## config.mk

```make
export PLATFORM = sky130hd
export DESIGN_NAME = mem_port_arbiter
export DESIGN_NICKNAME = d
export VERILOG_FILES = /design/src/rtl/mem_port_arbiter.sv
export SDC_FILE = /design/constraint.sdc
export NUM_CORES = 1
export LEC_CHECK = 0
export ABC_AREA = 1
export CORE_UTILIZATION = 42
export DETAILED_ROUTE_END_ITERATION = 7
export PLACE_DENSITY_LB_ADDON = 0.08
export SLEW_MARGIN = 10
export SYNTH_ARGS = -nofsm -noshare
export SYNTH_HDL_FRONTEND = slang
export SYNTH_SLANG_ARGS = --single-unit
```

## constraint.sdc

```tcl
create_clock -name clk -period 2.1 [get_ports clk]
set_clock_uncertainty 0.2 [all_clocks]
set_input_delay 0.63 -clock clk [delete_from_list [all_inputs] [get_ports clk]]
set_output_delay 0.63 -clock clk [all_outputs]
set_load 0.03 [all_outputs]
```

## src/rtl/mem_port_arbiter.sv

```systemverilog
// Two-master (fetch/data) arbiter onto one single-outstanding memory port.
// Round-robin on ties, per-transaction timeout, all outputs registered.
module mem_port_arbiter #(
  parameter int unsigned TIMEOUT = 255
) (
  input  logic        clk,
  input  logic        rst_n,
  input  logic        i_req,
  input  logic [31:0] i_addr,
  output logic        i_gnt,
  output logic        i_rvalid,
  output logic [31:0] i_rdata,
  output logic        i_err,
  input  logic        d_req,
  input  logic        d_we,
  input  logic [31:0] d_addr,
  input  logic [31:0] d_wdata,
  output logic        d_gnt,
  output logic        d_rvalid,
  output logic [31:0] d_rdata,
  output logic        d_err,
  output logic        sel,
  output logic        m_req,
  output logic        m_we,
  output logic [31:0] m_addr,
  output logic [31:0] m_wdata,
  input  logic        m_ack,
  input  logic [31:0] m_rdata
);

  typedef enum logic [1:0] {
    ST_IDLE   = 2'd0,
    ST_BUSY_I = 2'd1,
    ST_BUSY_D = 2'd2
  } state_t;

  localparam logic [9:0] LP_TIMEOUT = 10'(TIMEOUT);

  state_t      r_state, w_state;
  logic        r_last_d, w_last_d;
  logic [9:0]  r_cnt, w_cnt;
  logic        r_i_gnt, w_i_gnt, r_d_gnt, w_d_gnt;
  logic        r_i_rvalid, w_i_rvalid, r_d_rvalid, w_d_rvalid;
  logic        r_i_err, w_i_err, r_d_err, w_d_err;
  logic [31:0] r_i_rdata, w_i_rdata, r_d_rdata, w_d_rdata;
  logic        r_sel, w_sel, r_m_req, w_m_req, r_m_we, w_m_we;
  logic [31:0] r_m_addr, w_m_addr, r_m_wdata, w_m_wdata;
  logic        w_cmpl_hold;
  logic [31:0] w_rd_val;

  // A completion cycle blocks arbitration so grants are at least 3 cycles apart.
  assign w_cmpl_hold = r_i_rvalid | r_d_rvalid;
  assign w_rd_val    = (m_ack && !r_m_we) ? m_rdata : 32'd0;

  // Next-state and next-output logic.
  always_comb begin
    w_state    = r_state;
    w_last_d   = r_last_d;
    w_cnt      = r_cnt;
    w_i_gnt    = 1'b0;
    w_d_gnt    = 1'b0;
    w_i_rvalid = 1'b0;
    w_d_rvalid = 1'b0;
    w_i_err    = 1'b0;
    w_d_err    = 1'b0;
    w_i_rdata  = r_i_rdata;
    w_d_rdata  = r_d_rdata;
    w_sel      = r_sel;
    w_m_req    = r_m_req;
    w_m_we     = r_m_we;
    w_m_addr   = r_m_addr;
    w_m_wdata  = r_m_wdata;
    case (r_state)
      ST_IDLE: begin
        if (w_cmpl_hold) begin
          w_state = ST_IDLE;
        end else if (i_req && (!d_req || r_last_d)) begin
          w_state   = ST_BUSY_I;
          w_last_d  = 1'b0;
          w_cnt     = 10'd0;
          w_i_gnt   = 1'b1;
          w_sel     = 1'b0;
          w_m_req   = 1'b1;
          w_m_we    = 1'b0;
          w_m_addr  = i_addr;
          w_m_wdata = 32'd0;
        end else if (d_req) begin
          w_state   = ST_BUSY_D;
          w_last_d  = 1'b1;
          w_cnt     = 10'd0;
          w_d_gnt   = 1'b1;
          w_sel     = 1'b1;
          w_m_req   = 1'b1;
          w_m_we    = d_we;
          w_m_addr  = d_addr;
          w_m_wdata = d_wdata;
        end else begin
          w_state = ST_IDLE;
        end
      end
      ST_BUSY_I, ST_BUSY_D: begin
        // An ack in the timeout cycle takes precedence over the error.
        if (m_ack || (r_cnt == LP_TIMEOUT)) begin
          w_state = ST_IDLE;
          w_m_req = 1'b0;
          if (r_state == ST_BUSY_D) begin
            w_d_rvalid = 1'b1;
            w_d_err    = ~m_ack;
            w_d_rdata  = w_rd_val;
          end else begin
            w_i_rvalid = 1'b1;
            w_i_err    = ~m_ack;
            w_i_rdata  = w_rd_val;
          end
        end else begin
          w_cnt = r_cnt + 10'd1;
        end
      end
      default: begin
        w_state = ST_IDLE;
        w_m_req = 1'b0;
      end
    endcase
  end

  // State and output registers with synchronous active-low reset.
  always_ff @(posedge clk) begin
    if (!rst_n) begin
      r_state    <= ST_IDLE;
      r_last_d   <= 1'b1;
      r_cnt      <= 10'd0;
      r_i_gnt    <= 1'b0;
      r_d_gnt    <= 1'b0;
      r_i_rvalid <= 1'b0;
      r_d_rvalid <= 1'b0;
      r_i_err    <= 1'b0;
      r_d_err    <= 1'b0;
      r_i_rdata  <= 32'd0;
      r_d_rdata  <= 32'd0;
      r_sel      <= 1'b0;
      r_m_req    <= 1'b0;
      r_m_we     <= 1'b0;
      r_m_addr   <= 32'd0;
      r_m_wdata  <= 32'd0;
    end else begin
      r_state    <= w_state;
      r_last_d   <= w_last_d;
      r_cnt      <= w_cnt;
      r_i_gnt    <= w_i_gnt;
      r_d_gnt    <= w_d_gnt;
      r_i_rvalid <= w_i_rvalid;
      r_d_rvalid <= w_d_rvalid;
      r_i_err    <= w_i_err;
      r_d_err    <= w_d_err;
      r_i_rdata  <= w_i_rdata;
      r_d_rdata  <= w_d_rdata;
      r_sel      <= w_sel;
      r_m_req    <= w_m_req;
      r_m_we     <= w_m_we;
      r_m_addr   <= w_m_addr;
      r_m_wdata  <= w_m_wdata;
    end
  end

  assign i_gnt    = r_i_gnt;
  assign d_gnt    = r_d_gnt;
  assign i_rvalid = r_i_rvalid;
  assign d_rvalid = r_d_rvalid;
  assign i_err    = r_i_err;
  assign d_err    = r_d_err;
  assign i_rdata  = r_i_rdata;
  assign d_rdata  = r_d_rdata;
  assign sel      = r_sel;
  assign m_req    = r_m_req;
  assign m_we     = r_m_we;
  assign m_addr   = r_m_addr;
  assign m_wdata  = r_m_wdata;

endmodule

```

### Word-level counts from Yosys, hierarchy flattened

Index checks and enable logic that the tools add are counted.

* latch bits: 0
* register bits: 150
* logic and storage cells: 79
* memories: 0
* output and inout port bits: 137
* RAM bits: 0
* input bits: 134
* memory bits (read-only): 0

* magnitude comparators: 0
* div/mod/pow operators: 0
* equal/unequal tests: 7
* multipliers: 0
* shifts and indexed selects: 0
* add/subtract/negate cells: 1
* bitwise operators: 8
* mux-type cells: 27
* reductions and logical operators: 20

Operator list (count)
* two-way mux 32 bit: 5
* two-way mux 10 bit: 4
* case mux 10 bit (2 select lines): 1
* AND reduction 3 bit: 5
* two-way mux 1 bit: 11
* adder 10 x 1 -> 10 bit, second input constant: 1
* equality test 10 x 8 -> 1 bit, second input constant: 1
* two-way mux 2 bit: 4
* AND reduction 4 bit: 2
* OR reduction 4 bit: 2
* inverter 1 bit: 7
* != test 2 bit, second input constant: 3
* case mux 2 bit (2 select lines): 1
* nonzero test 2 bit: 2
* != test 3 bit, second input constant: 1
* OR reduction 3 bit: 1
* equality test 2 x 1 -> 1 bit, second input constant: 1
* equality test 2 bit, second input constant: 1
* logical AND 1 bit: 2
* zero test 1 bit: 2
* zero test 2 bit: 1
* logical OR 1 bit: 2
* case mux 1 bit (2 select lines): 1
* OR reduction 2 bit: 1
* bitwise OR 1 bit: 1

### Logic depth before layout (Yosys ltp)

Gate-level depths: netlist of run 1.

* depth after elaboration: 6
* mapped depth: 10
* gate-level depth less buffers: 10

### Worst setup path before layout of run 1

No wires, ideal clock.

* path type: input port to flip-flop
* from: input rst_n
* to: register r_d_rdata[31], in the netlist d_rdata[31]
* arrival: 1.487 ns
* slack: 0.281 ns
* required time: 1.768 ns
* path buffers: 3
* cell stages on the path: 5
* cell sequence: clkbuf_1 inv_1 clkbuf_1 buf_1 a21oi_1

RTL lines
* start: declaration: line 7 `input logic rst_n,`
* end signal: assignment: line 156 `r_d_rdata <= w_d_rdata;`
* end: declaration: line 45 `logic [31:0] r_i_rdata, w_i_rdata, r_d_rdata, w_d_rdata;`

No word-level cell between the ends.

### Worst setup path in the final report of run 1

* from: register r_m_wdata[1], in the netlist m_wdata[1]
* to: output m_wdata[1]

RTL lines
* start: declaration: line 47 `logic [31:0] r_m_addr, w_m_addr, r_m_wdata, w_m_wdata;`
* start signal: assignment: line 161 `r_m_wdata <= w_m_wdata;`
* end: declaration: line 26 `output logic [31:0] m_wdata,`

No word-level cell between the ends.

==> results of run 1 <==
## cells in the final DEF, fill, tap and decap left out, drive strengths merged
| cell type | instances |
|---|---|
| nand3 | 24 |
| nand2 | 203 |
| o211ai | 1 |
| or2 | 1 |
| nor3 | 3 |
| clkbuf | 25 |
| o21ai | 38 |
| dfxtp | 150 |
| clkinvlp | 2 |
| bufinv | 3 |
| ha | 4 |
| a211oi | 1 |
| inv | 62 |
| clkinv | 3 |
| nor2 | 58 |
| clkdlybuf4s50 | 133 |
| nor3b | 1 |
| dlygate4sd2 | 137 |
| buf | 42 |
| a21oi | 169 |
| nand4 | 66 |
## metal layers
metal  up-vias  track usage [%]
li1       3377                -
met1      3002             30.8
met2       260             40.2
met3        27             7.60
met4         0             9.90
met5         -                0
## flip-flops by register name (all words and copies together), names as in the netlist
name	cells
d_gnt	1
i_rdata	32
m_addr	32
r_state	2
m_req	1
r_last_d	1
r_cnt	10
sel	1
d_err	1
d_rvalid	1
m_wdata	32
m_we	1
i_gnt	1
i_err	1
d_rdata	32
i_rvalid	1
## cell families (layout without fill, tap and decap cells)
logic type	Yosys count	count (layout)	synth area share, %
compound gates	209	209	16.9
simple gates	356	356	25.2
buf+inv	130	407	9.02
fa+ha+maj	4	4	0.802
flops	150	150	48.1
## metrics by stage
step	power (mW)	setup TNS [ns]	instances
CTS	11.1	0	1309
detailed placement	8.22	-17.71	1277
global route	11.7	0	1310
finish	11.1	0	1310
global placement	8.18	-13.70	1277
floorplan	6.23	0	849
## cells in the mapped netlist, types with 7 or more instances
| library cell | number | share of area, % |
|---|---|---|
| dfxtp_1 | 150 | 48 |
| buf_6 | 7 | 1.3 |
| nand4_1 | 66 | 6.6 |
| o21ai_0 | 9 | 0.72 |
| clkbuf_1 | 40 | 2.4 |
| nand2_1 | 200 | 12 |
| nor2_1 | 55 | 3.3 |
| a21oi_1 | 169 | 14 |
| o21ai_1 | 28 | 2.2 |
| nand3_1 | 22 | 1.8 |
| buf_2 | 15 | 1.2 |
| inv_1 | 59 | 3.5 |
## timing repair
| action | 4_1_cts | 5_1_grt |
|---|---|---|
| endpoints found under the setup margin | 137 | 2 |
| hold buffers | 0 | 0 |
| gates resized for setup | 137 | 0 |
| gates cloned | 0 | 1 |
## how the worst min path moves through the flow
| stage | endpoint | depth (start not counted) |
|---|---|---|
| 5_1_grt | i_rdata[25] | 2 |
| 4_1_cts | i_rdata[4] | 2 |
| 6_report | i_rdata[5] | 2 |
| 3_3_place_gp | i_rdata[2] | 2 |
| 3_5_place_dp | i_rdata[4] | 2 |
| 2_1_floorplan | r_cnt[4] | 2 |
## layout make-up
| class | count | area, um^2 |
|---|---|---|
| fillers | 1336 | 4640 |
| well taps | 184 | 230 |
| multi-input cells | 569 | 2680 |
| clock inverters | 8 | 120 |
| flip-flops and latches | 150 | 3000 |
| clock buffers | 24 | 492 |
| repair buffers | 313 | 3130 |
| inverters | 62 | 233 |
## where the power goes
group | internal [mW] | switching [mW]
combinational | 1.64 | 2.78
clock | 1.99 | 1.16
sequential | 3.31 | 0.237
total | 6.94 | 4.18
==> results.md, run 1 <==
* Arrival @ worst endpoint at roughly 1.2 ns
* Initial core utilization at a little over two fifths
* Crit-path slowest cell: dlygate4sd2_1
* Hold Crit Start: i_rdata[5]
* Die Span Y at 124 um
* GPL Wtd Cong at 0.832
* Fin util at between 60% and 70%
* WL met2 at roughly 9 mm
* CP startpoint: m_wdata[1]
* Met3 wire len at 1.78 mm
* P&R area growth vs syn at 58.5%
* Total number of vias at 6666
* FF+latch count, synth at 150
* Min Hold Slack at 0.253 ns
* Via density at between 5 and 6
* Port bufs at 270
* First-pass GRT wire length at 29.7 mm
* Proportion of layout cells with a drive suffix above 1 at between 7 and 8%
* Antenna Nets Post-Route at 0
* M1 WL at 8.21 mm
* Slew @ Worst Pin at 0.367 ns
* GRT overflow at 0
* DR WL/cell at between 10 and 15 um
* Largest net degree at the start of global routing at 76
* Initial antenna violation count at 0
* Worst path buffer plus inverter count at 1
* Critical Path Stages at 1
* Post-Syn Area per Cell at 7.35 um^2
* Drt pass-1 iters at 5
* Worst Hold Class: flop to flop
* Post-layout minimum cycle time at 2.04 ns
* CP top delay family: buffers and inverters
* DR iter-0 viols at approximately 400
* Die area at 15400 um^2
* Drt total wl at between 15 and 20 mm
* Synth warn at 0
* DR DRC count at 0
* Syn Std Cell Area at 6240 um^2
* Cells along the critical path: dlygate4sd2_1
* Die X at 124 um
* All-Layer GR Usage at between 20% and 30%
* Period Utilization, post-route at 97.1%
* Worst reg2reg setup slack at 0.18 ns
* CTS max path bufs at 2
* Area after DPL at approximately 9400 um^2
* Worst setup margin at 0.0599 ns
* Crit path max fanout at 2
* CTS tree: done
* Pwr Density at approximately 1100 nW/um^2
* Post-synth EDFFs at 0
* Root Buffer: clkbuf_16
* R2r startpoint: r_cnt[0]
* Worst Setup EP: m_wdata[1]
* Post-CTS Setup Bufs at 0
* RSZ-0062 raised after global routing: false
* Final Hold Vio Count at 0
* Distinct cells, synth at 26
* CORE AREA at 14500 um^2
* Antenna diode count at 0
* Cell count after synthesis at 849
* Pre-CTS setup slack at -0.267 ns
* Relative slew margins at 75.5%
* R2R Path End: d_rdata[12]
* Max IR drop VDD at 0.618 mV
* Most used flip-flop cell after synthesis: dfxtp_1
* Clock Sinks at 150
* Cells on worst reg2reg path at 8
* Asr flop ratio synth at 0%
* Final setup violation count at 0
* IO Count at 271
* Worst-Skew Late Latency at 0.42 ns
* Syn Nets at 987
* Worst setup SP type: flop
* Max_cap viols at 0
* Dpl hpwl at 13.1 mm
* Vias in the first global route at 5917
* Top Layer Used: met4
* CTS Buf Count at 17
* CP Class: flop to output port
* Htree depth at 4
* Rows at 44
* Status: complete, no violations
* Critical Path Max Stage Delay at 0.42 ns
* Register area share after synthesis at 48.1%
* Leakage at 4.42 nW
* Worst Path Required at 1.27 ns
* Final Cell Area at 9890 um^2
* CP endpoint kind: output port
* Pins Over Slew Limit at 0
* Net count of the finished layout at 1251
* Max Clock Freq at between 0.4 and 0.5 GHz
* Clk slew on worst S/H paths at about 0.060 ns
(Power assumes the default switching activity.)
==> run 2: changes to the inputs <==
--- a/config.mk
+++ b/config.mk
@@ -6,7 +6,7 @@
 export NUM_CORES = 1
 export LEC_CHECK = 0
 export ABC_AREA = 1
-export CORE_UTILIZATION = 42
+export CORE_UTILIZATION = 38
 export DETAILED_ROUTE_END_ITERATION = 7
 export PLACE_DENSITY_LB_ADDON = 0.08
 export SLEW_MARGIN = 10
==> constraint.sdc (replaced) <==
create_clock -name clk -period 1.7 [get_ports clk]
set_clock_uncertainty 0.2 [all_clocks]
set_input_delay 0.51 -clock clk [delete_from_list [all_inputs] [get_ports clk]]
set_output_delay 0.51 -clock clk [all_outputs]
set_load 0.03 [all_outputs]
==> results.md, run 2 (same netlist as run 1, synthesis figures left out) <==
* GRT overflow at 0
* Die area at 16900 um^2
* Worst Setup EP: d_rdata[1]
* Worst Hold Class: flop to flop
* First-pass GRT wire length at 31.3 mm
* Net count of the finished layout at about 1300
* Hold depth at 2
* Total number of vias at 6805
* Antenna Nets Post-Route at 0
* CP endpoint kind: flop
* Worst-Skew Late Latency at 0.42 ns
* Pins Over Slew Limit at 0
* Initial core utilization at 39.2%
* Min Hold Slack at 0.260 ns
* Max_cap viols at 0
* CTS Buf Count at 17
* Antenna diode count at 0
* Worst setup margin at -0.0415 ns
* All-Layer GR Usage at 23.7%
* DR iter-0 viols at between 200 and 300
* Worst Path Required at 1.80 ns
* Via density at 4.97
* CP startpoint: r_cnt[0]
* R2r startpoint: r_cnt[0]
* Crit-path slowest cell: dfxtp_2
* Root Buffer: clkbuf_16
* CTS tree: done
* Pwr Density at 1430 nW/um^2
* Die X at ~130 um
* Placed insts at 1323
* Failing checks: setup timing
* DR WL/cell at 15.5 um
* Commonest non-fill, non-tap cell in the layout: nand2_1
* Combinational power share at 43.4%
* R2R Path End: d_rdata[1]
* Max IR drop VDD at 0.847 mV
* Crit path max fanout at 8
* Die Span Y at about 130 um
* Port bufs at 270
* Max Clock Freq at 0.574 GHz
* Rows at 46
* Period Utilization, post-route at 102%
* Cells along the critical path: ha_4, nand2_4, nor2_4, nand3_4, nand2_8, nand3_4, clkbuf_16, nand2_1, a21oi_1
* CORE AREA at 15900 um^2
* Worst setup SP type: flop
* IO Count at 271
* GPL Wtd Cong at about 0.83
* Arrival @ worst endpoint at between 1.5 and 2 ns
* Proportion of layout cells with a drive suffix above 1 at 25.7%
* Drt total wl at 21.2 mm
* Clk slew on worst S/H paths at about 0.06 ns
* Non-Filler Instances at 1369
* P&R area growth vs syn at 65.8%
* Vias in the first global route at 6233
* Slew @ Worst Pin at 0.329 ns
* Initial antenna violation count at 0
* Relative slew margins at 78.0%
* Switching Share at 37.4%
* Worst path buffer plus inverter count at 1
* Critical Path Stages at 9
* Final Hold Vio Count at 0
* Sequential Power Share at 29.7%
* Clock power share at about 27%
* Switch Pwr at between 5 and 6 mW
* Status: finished with violations
* Drt pass-1 iters at 7
* Clock Sinks at 150
* Hold bufs inserted after CTS at 0
* Pint at 9.29 mW
* Cell mode on critical path: nand3_4
* Htree depth at 4
* CP Class: flop to flop
* Worst reg2reg setup slack at -0.04 ns
* DR DRC count at 0
* Most frequent cells in the layout: nand2_1 (182), a21oi_1 (162), buf_4 (160)
* RSZ-0062 raised after global routing: true
* Largest net degree at the start of global routing at 56
* Leakage at 4.35 nW
* Post-layout minimum cycle time at about 1.7 ns
* Cells on worst reg2reg path at 9
* Dpl hpwl at 13.8 mm
* Final setup violation count at 30
* CTS max path bufs at 2
* Critical Path Max Stage Delay at ~0.35 ns
* CP top delay family: simple AND/OR/NAND/NOR gates
-- run 2: cell types whose count changed in the layout (fill, tap and decap cells not counted), moves of 7 or more --
cell	delta
a21oi_1	-7
buf_6	+15
buf_4	+139
nand2_1	-17
dlygate4sd2_1	-135
a21oi_2	+7
nand2_2	+13
-- run 2: worst min-delay path by stage --
stage	slack, ns	endpoint	from
2_1_floorplan	0.27	r_cnt[4]	r_cnt[4]
3_3_place_gp	0.25	i_rdata[21]	i_rdata[21]
3_5_place_dp	0.25	i_rdata[24]	i_rdata[24]
4_1_cts	0.26	i_rdata[24]	i_rdata[24]
5_1_grt	0.27	i_rdata[24]	i_rdata[24]
6_report	0.26	i_rdata[24]	i_rdata[24]
-- run 2: timing repair --
| item | 4_1_cts | 5_1_grt |
|---|---|---|
| setup endpoints to repair | 119 | 123 |
| pin swaps | 11 | 17 |
| endpoints found under the hold margin | 0 | 0 |
| setup buffers | 5 | 0 |
| gates cloned | 5 | 5 |
| resized for setup | 55 | 60 |
-- run 2: through the flow --
stage	worst slack [ns]	instance area [um^2]	TNS, ns	power, mW	util, %
floorplan	-0.0380	6250	-0.667	7.71	-
global placement	-0.490	9180	-51.48	10.1	57.5
detailed placement	-0.512	9180	-55.04	10.2	57.5
CTS	-0.00219	10100	-0.00219	14.7	63.1
global route	-0.102	10300	-3.50	15.6	64.9
finish	-0.0415	10300	-0.429	14.8	64.9
-- run 2: metal layers --
layer | vias to the layer above | wire (um) | share of wire, % | GRT usage [%]
met1 | 3163 | 8860 | 42 | 27.9
met4 | 0 | 169 | 0.80 | 6.91
li1 | 3425 | - | - | -
met2 | 206 | 10500 | 50 | 41.6
met3 | 11 | 1610 | 7.6 | 6.56
met5 | - | 0 | 0 | 0
-- run 2: worst register-to-register path: stages (launching register included) --
cell and delay [ns]:
dfxtp_2 0.35, ha_4 0.15, nand2_4 0.06, nor2_4 0.10
nand3_4 0.11, nand2_8 0.13, nand3_4 0.18, clkbuf_16 0.23
nand2_1 0.07, a21oi_1 0.05
-- run 2: area by class of cell --
class                      count  area (um^2)
fill                        1444         5590
clock buffer                  19          443
multi-input combinational    569         2870
clock inverter                12          178
sequential                   150         3010
tap                          216          270
inverter                      62          234
timing repair buffer         341         3340
-- run 2: power by group through the flow --
stage	sequential [mW]	clock, mW	combinational (mW)
finish	4.40	3.99	6.45
global route	4.46	4.20	6.93
CTS	4.39	4.07	6.24
detailed placement	4.45	0	5.72
global placement	4.44	0	5.68
floorplan	5.42	0	2.29
==> run 3: changes to the inputs <==
--- a/config.mk
+++ b/config.mk
@@ -6,7 +6,10 @@
 export NUM_CORES = 1
 export LEC_CHECK = 0
 export ABC_AREA = 1
-export CORE_UTILIZATION = 38
+export CELL_PAD_IN_SITES_DETAIL_PLACEMENT = 1
+export CELL_PAD_IN_SITES_GLOBAL_PLACEMENT = 1
+export CORE_ASPECT_RATIO = 1.4
+export CORE_UTILIZATION = 26
 export DETAILED_ROUTE_END_ITERATION = 7
 export PLACE_DENSITY_LB_ADDON = 0.08
 export SLEW_MARGIN = 10
==> results.md, run 3 (same netlist as run 1, synthesis figures left out) <==
* Status: finished with violations
* Failing checks: setup timing
* CTS max path bufs at 2
* Worst Path Required at 1.86 ns
* Pint at 9.14 mW
* Worst setup SP type: flop
* CORE AREA at between 20000 and 25000 um^2
* IO Count at 271
* Die Span Y at roughly 190 um
* CP endpoint kind: flop
* RSZ-0062 raised after global routing: true
* CTS tree: done
* Crit path max fanout at 6
* CTS Buf Count at 17
* Pwr Density at 1400 nW/um^2
* DR WL/cell at 17.0 um
* Storage element area at 3020 um^2
* GPL Wtd Cong at 0.792
* Net count of the finished layout at 1298
* Max Clock Freq at 0.571 GHz
* Leakage at around 4.4 nW
* Via density at roughly 4.7
* All-Layer GR Usage at 20.3%
* Hold Crit Start: d_rdata[25]
* Die X at roughly 130 um
* Tot Pwr at ~15 mW
* Switch Pwr at 5.88 mW
* Fin util at 45.8%
* DR iter-0 viols at roughly 180
* Multi-input logic area at 2980 um^2
* Most frequent cells in the layout: nand2_1 (190), buf_4 (164), a21oi_1 (157)
* Worst-Skew Late Latency at 0.42 ns
* Min Hold Slack at 0.257 ns
* Relative slew margins at 83.8%
* Clk slew on worst S/H paths at 0.06 ns
* Largest net degree at the start of global routing at 45
* Antenna diode count at 0
* Final Hold Vio Count at 0
* Switching Share at 39.2%
* Hold Path End: d_rdata[25]
* Total number of vias at approximately 7000
* Commonest non-fill, non-tap cell in the layout: nand2_1
* Placed insts at between 1000 and 1500
* Max_cap viols at 0
* Vias in the first global route at 7154
* Arrival @ worst endpoint at 1.91 ns
* Htree depth at 4
* Drt total wl at 25.1 mm
* Clock Sinks at 150
* Rows at 66
* First-pass GRT wire length at 38.9 mm
* Max IR drop VDD at 0.751 mV
* Worst Hold Class: flop to flop
* Pre-CTS setup slack at -0.606 ns
* Drt pass-1 iters at 4
* Hold depth at 2
* Port bufs at 270
* Clock power share at 24.3%
* R2R Path End: d_rdata[19]
* Worst setup margin at -0.0507 ns
* P&R area growth vs syn at 71.6%
* Slew @ Worst Pin at around 0.24 ns
* Post-layout minimum cycle time at 1.75 ns
* Root Buffer: clkbuf_16
* Period Utilization, post-route at 103%
* Final setup violation count at 56
* Die area at around 25000 um^2
* Non-Filler Instances at 1478
* GRT overflow at 0
* Fill cells at between 2000 and 3000
* Hold bufs inserted after CTS at 0
* Combinational power share at 46.3%
* Proportion of layout cells with a drive suffix above 1 at 28.3%
* DR DRC count at 0
* Cells on worst reg2reg path at 10
* Sequential Power Share at 29.4%
* Pins Over Slew Limit at 0
* Initial core utilization at 26.7%
* CP Class: flop to flop
* Worst reg2reg setup slack at -0.05 ns
* R2r startpoint: r_cnt[1]
* Dpl hpwl at around 17 mm
* Antenna Nets Post-Route at 0
* Initial antenna violation count at 0
## run 3: per-stage QoR
| stage | cell area (um^2) | TNS [ns] |
|---|---|---|
| 2_1_floorplan | 6250 | -0.667 |
| 3_3_place_gp | 9380 | -59.53 |
| 3_5_place_dp | 9380 | -64.79 |
| 4_1_cts | 10400 | -1.49 |
| 5_1_grt | 10700 | -6.79 |
| 6_report | 10700 | -1.32 |
## run 3: worst max path at each step
stage	start	end	slack (ns)	depth (start not counted)
detailed placement	d_req	m_wdata[20]	-0.61	8
global route	r_cnt[1]	d_rdata[21]	-0.14	10
global placement	d_req	m_wdata[28]	-0.51	8
finish	r_cnt[1]	d_rdata[19]	-0.05	10
floorplan	r_state[1]	r_cnt[1]	-0.04	8
CTS	r_cnt[1]	d_rdata[21]	-0.07	10
## run 3: power groups by stage
stage	Sequential [mW]	Combinational, mW	Clock [mW]
2_1_floorplan	5.42	2.29	0
3_3_place_gp	4.44	5.88	0
3_5_place_dp	4.46	5.90	0
4_1_cts	4.41	6.75	3.77
5_1_grt	4.48	7.49	3.92
6_report	4.41	6.96	3.64
## run 3: layer usage
metal | vias up | global-route usage (%) | part of all wire (%)
met1 | 3315 | 22.4 | 40
met5 | - | 0 | 0
met3 | 26 | 5.15 | 5.1
li1 | 3449 | - | -
met2 | 168 | 37.8 | 53
met4 | 0 | 6.44 | 1.7
## run 3: final cells by class
cell class | instances | area share, %
clock buffer | 22 | 4.43
clock inverter | 9 | 0.724
inverter | 62 | 2.21
multi-input combinational | 569 | 27.8
sequential | 150 | 28.2
tap | 306 | 3.57
timing repair buffer | 360 | 33.1
## run 3: repair_timing
item                       CTS  global route
cloned                       6             2
setup endpoints to repair  145           141
resized for setup           64            75
pin swaps                    9            28
setup buffers               15             7
## run 3: worst max-delay path: stages (launching register included)
cell	delay (ns)
dfxtp_2	0.35
ha_4	0.15
nand2_4	0.06
nor2_4	0.09
nand3_2	0.10
nand2_4	0.12
buf_12	0.14
buf_4	0.12
clkbuf_16	0.13
nand4_1	0.07
a21oi_1	0.15
